**src/rtl/mm_pkg.sv**
```systemverilog
// Shared types and defaults for the Mastermind guess scoring block.
// Pegs are packed 3 bits each, peg i at [3i+:3].
package mm_pkg;

  localparam int COLOR_W         = 3;
  localparam int CNT_W           = 3;
  localparam int DEF_NUM_PEGS    = 4;
  localparam int DEF_NUM_COLORS  = 6;
  localparam int DEF_MAX_GUESSES = 10;

  typedef logic [COLOR_W-1:0] color_t;

  typedef enum logic [2:0] {
    S_IDLE,
    S_WAIT_GUESS,
    S_SCORE_EXACT,
    S_SCORE_COLOR,
    S_REPORT,
    S_WIN,
    S_LOSE
  } state_t;

  function automatic logic [CNT_W-1:0] cnt_min(input logic [CNT_W-1:0] a,
                                                input logic [CNT_W-1:0] b);
    return (a < b) ? a : b;
  endfunction

endpackage

```
**src/rtl/peg_scorer.sv**
```systemverilog
// Scoring datapath: holds the latched secret and guess, walks positions for
// exact matches, then colours summing min(secret count, guess count).
module peg_scorer
  import mm_pkg::*;
#(
  parameter int NUM_PEGS   = DEF_NUM_PEGS,
  parameter int NUM_COLORS = DEF_NUM_COLORS
) (
  input  logic                        clk,
  input  logic                        reset,
  input  logic                        load_secret,
  input  logic [COLOR_W*NUM_PEGS-1:0] secret,
  input  logic                        load_guess,
  input  logic [COLOR_W*NUM_PEGS-1:0] guess,
  input  logic                        exact_en,
  input  logic                        color_en,
  output logic                        exact_last,
  output logic                        done,
  output logic [CNT_W-1:0]            black,
  output logic [CNT_W-1:0]            total_sum
);

  localparam int PW = (NUM_PEGS > 1) ? $clog2(NUM_PEGS) : 1;
  localparam int CW = (NUM_COLORS > 1) ? $clog2(NUM_COLORS) : 1;

  logic [COLOR_W*NUM_PEGS-1:0] secret_q;
  logic [COLOR_W*NUM_PEGS-1:0] guess_q;
  logic [PW-1:0]               pos_idx;
  logic [CW-1:0]               col_idx;
  logic [CNT_W-1:0]            black_acc;
  logic [CNT_W-1:0]            total_acc;
  color_t                      secret_peg;
  color_t                      guess_peg;
  color_t                      cur_color;
  logic [CNT_W-1:0]            cnt_s;
  logic [CNT_W-1:0]            cnt_g;

  assign secret_peg = secret_q[COLOR_W*pos_idx +: COLOR_W];
  assign guess_peg  = guess_q[COLOR_W*pos_idx +: COLOR_W];
  assign cur_color  = COLOR_W'(col_idx);

  always_comb begin
    cnt_s = '0;
    cnt_g = '0;
    for (int i = 0; i < NUM_PEGS; i++) begin
      if (secret_q[COLOR_W*i +: COLOR_W] == cur_color) cnt_s = cnt_s + CNT_W'(1);
      if (guess_q[COLOR_W*i +: COLOR_W] == cur_color)  cnt_g = cnt_g + CNT_W'(1);
    end
  end

  // total_sum includes the current colour so the controller can report on the last step
  assign total_sum  = color_en ? (total_acc + cnt_min(cnt_s, cnt_g)) : total_acc;
  assign black      = black_acc;
  assign exact_last = (pos_idx == PW'(NUM_PEGS - 1));
  assign done       = color_en && (col_idx == CW'(NUM_COLORS - 1));

  always_ff @(posedge clk or posedge reset) begin
    if (reset) begin
      secret_q  <= '0;
      guess_q   <= '0;
      pos_idx   <= '0;
      col_idx   <= '0;
      black_acc <= '0;
      total_acc <= '0;
    end else begin
      if (load_secret) secret_q <= secret;
      if (load_guess) begin
        guess_q   <= guess;
        pos_idx   <= '0;
        col_idx   <= '0;
        black_acc <= '0;
        total_acc <= '0;
      end
      if (exact_en) begin
        if (secret_peg == guess_peg) black_acc <= black_acc + CNT_W'(1);
        pos_idx <= exact_last ? '0 : pos_idx + PW'(1);
      end
      if (color_en) begin
        total_acc <= total_sum;
        col_idx   <= done ? '0 : col_idx + CW'(1);
      end
    end
  end

endmodule

```
**src/rtl/guess_scorer_ctrl.sv**
```systemverilog
// Mastermind game sequencer: IDLE (await start) | WAIT_GUESS (await submit) | SCORE_EXACT/
// SCORE_COLOR (scoring passes) | REPORT (result pulse) | WIN/LOSE (terminal until reset).
module guess_scorer_ctrl
  import mm_pkg::*;
#(
  parameter int NUM_PEGS    = DEF_NUM_PEGS,
  parameter int NUM_COLORS  = DEF_NUM_COLORS,
  parameter int MAX_GUESSES = DEF_MAX_GUESSES
) (
  input  logic                        clk,
  input  logic                        reset,
  input  logic                        start,
  input  logic [COLOR_W*NUM_PEGS-1:0] secret,
  input  logic [COLOR_W*NUM_PEGS-1:0] guess,
  input  logic                        submit,
  output logic                        busy,
  output logic                        result_valid,
  output logic [CNT_W-1:0]            black_cnt,
  output logic [CNT_W-1:0]            white_cnt,
  output logic [3:0]                  guess_num,
  output logic                        invalid_guess,
  output logic                        gameOverW,
  output logic                        gameOverL
);

  state_t           state;
  logic             secret_ok;
  logic             guess_ok;
  logic             load_secret;
  logic             load_guess;
  logic             exact_en;
  logic             color_en;
  logic             exact_last;
  logic             done;
  logic [CNT_W-1:0] black;
  logic [CNT_W-1:0] total_sum;

  always_comb begin
    secret_ok = 1'b1;
    guess_ok  = 1'b1;
    for (int i = 0; i < NUM_PEGS; i++) begin
      if (secret[COLOR_W*i +: COLOR_W] >= COLOR_W'(NUM_COLORS)) secret_ok = 1'b0;
      if (guess[COLOR_W*i +: COLOR_W] >= COLOR_W'(NUM_COLORS))  guess_ok  = 1'b0;
    end
  end

  assign load_secret = (state == S_IDLE) && start && secret_ok;
  assign load_guess  = (state == S_WAIT_GUESS) && submit && guess_ok;
  assign exact_en    = (state == S_SCORE_EXACT);
  assign color_en    = (state == S_SCORE_COLOR);

  peg_scorer #(
    .NUM_PEGS   (NUM_PEGS),
    .NUM_COLORS (NUM_COLORS)
  ) u_scorer (
    .clk         (clk),
    .reset       (reset),
    .load_secret (load_secret),
    .secret      (secret),
    .load_guess  (load_guess),
    .guess       (guess),
    .exact_en    (exact_en),
    .color_en    (color_en),
    .exact_last  (exact_last),
    .done        (done),
    .black       (black),
    .total_sum   (total_sum)
  );

  always_ff @(posedge clk or posedge reset) begin
    if (reset) begin
      state         <= S_IDLE;
      busy          <= 1'b0;
      result_valid  <= 1'b0;
      black_cnt     <= '0;
      white_cnt     <= '0;
      guess_num     <= '0;
      invalid_guess <= 1'b0;
      gameOverW     <= 1'b0;
      gameOverL     <= 1'b0;
    end else begin
      result_valid  <= 1'b0;
      invalid_guess <= 1'b0;
      case (state)
        S_IDLE: begin
          if (start && secret_ok) begin
            state     <= S_WAIT_GUESS;
            guess_num <= '0;
            black_cnt <= '0;
            white_cnt <= '0;
          end
        end
        S_WAIT_GUESS: begin
          if (submit) begin
            if (!guess_ok) begin
              invalid_guess <= 1'b1;
            end else begin
              state <= S_SCORE_EXACT;
              busy  <= 1'b1;
            end
          end
        end
        S_SCORE_EXACT: begin
          if (exact_last) state <= S_SCORE_COLOR;
        end
        S_SCORE_COLOR: begin
          if (done) begin
            state        <= S_REPORT;
            busy         <= 1'b0;
            result_valid <= 1'b1;
            black_cnt    <= black;
            white_cnt    <= total_sum - black;
            guess_num    <= guess_num + 4'd1;
          end
        end
        S_REPORT: begin
          // a fully correct last guess is a win, not a loss
          if (black_cnt == CNT_W'(NUM_PEGS)) begin
            state     <= S_WIN;
            gameOverW <= 1'b1;
          end else if (guess_num == 4'(MAX_GUESSES)) begin
            state     <= S_LOSE;
            gameOverL <= 1'b1;
          end else begin
            state <= S_WAIT_GUESS;
          end
        end
        S_WIN, S_LOSE: begin
          state <= state;
        end
        default: state <= S_IDLE;
      endcase
    end
  end

endmodule

```
**config.mk**
```make
export PLATFORM = sky130hd
export DESIGN_NAME = guess_scorer_ctrl
export DESIGN_NICKNAME = d
export VERILOG_FILES = /design/src/rtl/mm_pkg.sv /design/src/rtl/peg_scorer.sv /design/src/rtl/guess_scorer_ctrl.sv
export SDC_FILE = /design/constraint.sdc
export NUM_CORES = 1
export LEC_CHECK = 0
export CORE_ASPECT_RATIO = 1.75
export CORE_MARGIN = 5
export CORE_UTILIZATION = 59
export CTS_BUF_LIST = sky130_fd_sc_hd__clkbuf_8 sky130_fd_sc_hd__clkbuf_16
export DETAILED_ROUTE_END_ITERATION = 7
export PLACE_DENSITY = 0.9
export SLEW_MARGIN = 20
export SYNTH_ARGS = -nofsm -noshare
export SYNTH_HDL_FRONTEND = slang
export SYNTH_SLANG_ARGS = --single-unit
```
**constraint.sdc**
```tcl
create_clock -name clk -period 7.1 [get_ports clk]
set_input_delay 1.42 -clock clk [delete_from_list [all_inputs] [get_ports clk]]
set_output_delay 1.42 -clock clk [all_outputs]
set_load 0.02 [all_outputs]
```
==> flow_metrics.env <==
export IMPL_ys_ff_latch=53
export IMPL_nFillCells=355
export IMPL_drt_vias_per_instance=5.83
export IMPL_die_area_um2=6930
export IMPL_num_io_pins=43
export IMPL_grt_pass1_vias=2584
export IMPL_fin_tns_setup_ns=0
export IMPL_critPathBufInv=1
export IMPL_cp_data_required_time_ns=7.29
export IMPL_cp_arrival_ns=4.98
export IMPL_ff_latch_area_um2=1330
export IMPL_syn_to_final_growth_pct=18.5
export IMPL_final_cell_area_um2=3710
export IMPL_gr_total_overflow=0
export IMPL_ant_nets=0
export IMPL_max_freq_ghz=0.209
export IMPL_cts_setup_buffers=0
export IMPL_grtUsageMet3_pct=3.38
export IMPL_rsz0062_at_grt="false"
export IMPL_synth_top_area_share_pct=42.3
export IMPL_power_uw=1780
export IMPL_synthCells=324
export IMPL_worstPathCellList="xnor2_1, and3_1, ha_1, or4_1, nand2_1, ha_1, nand2_1, xnor2_1, ha_1, inv_1, a21oi_1, a2bb2oi_1, a21oi_1, ha_1, fa_1, mux2i_1, fa_1, xnor2_1, xnor2_1, o21ai_1"
export IMPL_p_leak_uw=0.00173
export IMPL_layout_drive_gt1_share_pct=5.22
export IMPL_vias=2442
export IMPL_dp_hpwl_mm=5.43
export IMPL_antenna_cells=0
export IMPL_routedWlPerCell_um=16.7
export IMPL_cts_resized=0
export IMPL_drt_pass1_iter_count=4
export IMPL_grtUsageTotal_pct=22.7
export IMPL_grt_start_max_net_pins=54
export IMPL_outcome="completed"
export IMPL_layout_commonest_cell="nand2_1"
export IMPL_critPathKind="reg -> reg"
export IMPL_core_um2=5210
export IMPL_cts_max_level=2
export IMPL_synth_avg_cell_area_um2=9.67
export IMPL_antenna_found_initial=0
export IMPL_initial_core_util_pct=60.1
export IMPL_ys_warn_count=0
export IMPL_root_buffer="clkbuf_8"
export IMPL_postCtsHoldBufs=0
export IMPL_cp_top_family="adder cells"
export IMPL_cp_max_fo=11
export IMPL_synth_area_um2=3130
export IMPL_hp_class="reg -> reg"
export IMPL_p_per_area_nw_per_um2=478
export IMPL_setup_viol=0
export IMPL_numPortBuffers=42
export IMPL_synth_nets=371
export IMPL_cts_buffers=5
export IMPL_nets=410
export IMPL_synth_area_leaders="dfrtp_1, nand2_1, ha_1"
export IMPL_slew_violations=0
export IMPL_holdWs_ns=0.484
export IMPL_fp_dieH_um=106
export IMPL_final_cell_mix="nand2_1, dfrtp_1, clkdlybuf4s50_1"
export IMPL_cap_violations=0
export IMPL_period_needed_ns=4.79
export IMPL_synth_cell_type_count=48
export IMPL_clock_sinks=53
export IMPL_cts_tree="built"
export IMPL_grtUsageMet2_pct=40.2
export IMPL_dieWidth_um=65.1
export IMPL_relSlewSlack_pct=28.8
export IMPL_synth_seq_area_share_pct=42.3
export IMPL_finalWeightedCongestion=0.916
export IMPL_critPathCaptureType="flop"
export IMPL_async_reset_ff_share_pct=100
export IMPL_fin_skew_ns=0.0146
export IMPL_insertion_delay_ns=0.32
export IMPL_met1_usage_pct=26.5
export IMPL_vdd_ir_drop_max_mv=0.229
export IMPL_drc=0
export IMPL_clk_pin_slew_ns=0.10
export IMPL_placed_area_um2=3570
export IMPL_period_share_pct=67.4
export IMPL_hold_violations=0
export IMPL_grt_pass1_wl_mm=12.1
export IMPL_drt_total_wl_mm=7.00
export IMPL_cp_slowest_stage_delay_ns=0.65
export IMPL_cts_max_path_buffers=2
export IMPL_drtIter0Drc=113
export IMPL_max_slew_worst_pin_slew_ns=1.07
export IMPL_synth_largest_area_cell="dfrtp_1"
export IMPL_rows=35
export IMPL_crit_path_start_kind="flop"
export IMPL_multi_input_area_um2=1700
export IMPL_ys_flop_type="dfrtp_1"
export IMPL_grt_busiest_layer="met2"
export IMPL_crit_slowest_cell="dfrtp_1"
export IMPL_synth_enable_flop_cells=0
## worst register-to-register path, stage by stage (launching register included)
cell	delay [ns]
dfrtp_1	0.65
xnor2_1	0.13
and3_1	0.22
ha_1	0.32
or4_1	0.58
nand2_1	0.10
ha_1	0.14
nand2_1	0.06
xnor2_1	0.22
ha_1	0.26
inv_1	0.07
a21oi_1	0.10
a2bb2oi_1	0.14
a21oi_1	0.06
ha_1	0.20
fa_1	0.49
mux2i_1	0.11
fa_1	0.43
xnor2_1	0.18
xnor2_1	0.14
o21ai_1	0.07
## cell usage after synthesis (all sizes together), types with 5 or more instances
library cell  count
a21oi             6
buf               5
clkbuf            6
dfrtp            53
ha               17
inv              14
mux2             13
mux2i             9
nand2            62
nand3            17
nor2             11
nor3              7
o21ai            12
o31ai             6
xnor2            23
xor2             22
## cells by family after synthesis
kind of cell,after synthesis,share of synthesized area (%)
multiplexers,22,7.55
adder cells (fa/ha/maj),19,8.07
AO/OA/AOI/OAI,41,8.67
AND/OR/NAND/NOR,119,17.3
XOR/XNOR,45,12.6
buffers and inverters,25,3.51
flip-flops,53,42.3
## power by group
part | switching, uW | internal, uW
registers | 168 | 412
clock network | 107 | 142
logic | 488 | 459
## worst paths after layout
check / from / to / slack [ns] / cells after the start
max: u_scorer.col_idx[2] / white_cnt[2] / 2.31 / 20
min: busy / busy / 0.48 / 2
max reg2reg: u_scorer.col_idx[2] / white_cnt[2] / 2.31 / 20
min reg2reg: busy / busy / 0.48 / 2
max in group asynchronous: reset / u_scorer.total_acc[0] / 4.98 / 2
min in group asynchronous: reset / state[0] / 1.56 / 2
## state kept, by name, summed over array words and instances, names as in the netlist, 2 cells and up
name,cells
u_scorer.black,3
u_scorer.total_acc,3
u_scorer.pos_idx,2
u_scorer.secret_q,12
black_cnt,3
guess_num,4
u_scorer.guess_q,12
white_cnt,3
u_scorer.col_idx,3
state,3
## metrics by stage
stage | utilization [%] | setup WS (ns) | instances
6_report | 71.2 | 2.31 | 419
5_1_grt | 71.2 | 1.90 | 419
4_1_cts | 71.2 | 2.28 | 419
3_5_place_dp | 68.5 | 2.32 | 411
3_3_place_gp | 68.5 | 2.49 | 411
2_1_floorplan | - | 2.70 | 324
## final cells by class
class,count,share of cell area [%]
Multi-Input combinational cell,246,45.7
Timing Repair Buffer,43,11.5
Tap cell,55,1.85
Clock inverter,3,1.85
Clock buffer,5,1.85
Inverter,14,1.45
Sequential cell,53,35.7
## per-layer routing
layer | share of wire (%) | up-vias
met3 | 3.2 | 15
met2 | 56 | 50
li1 | - | 1179
met4 | 3.1 | 0
met5 | 0 | -
met1 | 38 | 1198
Power figures use the tool's default switching activity.
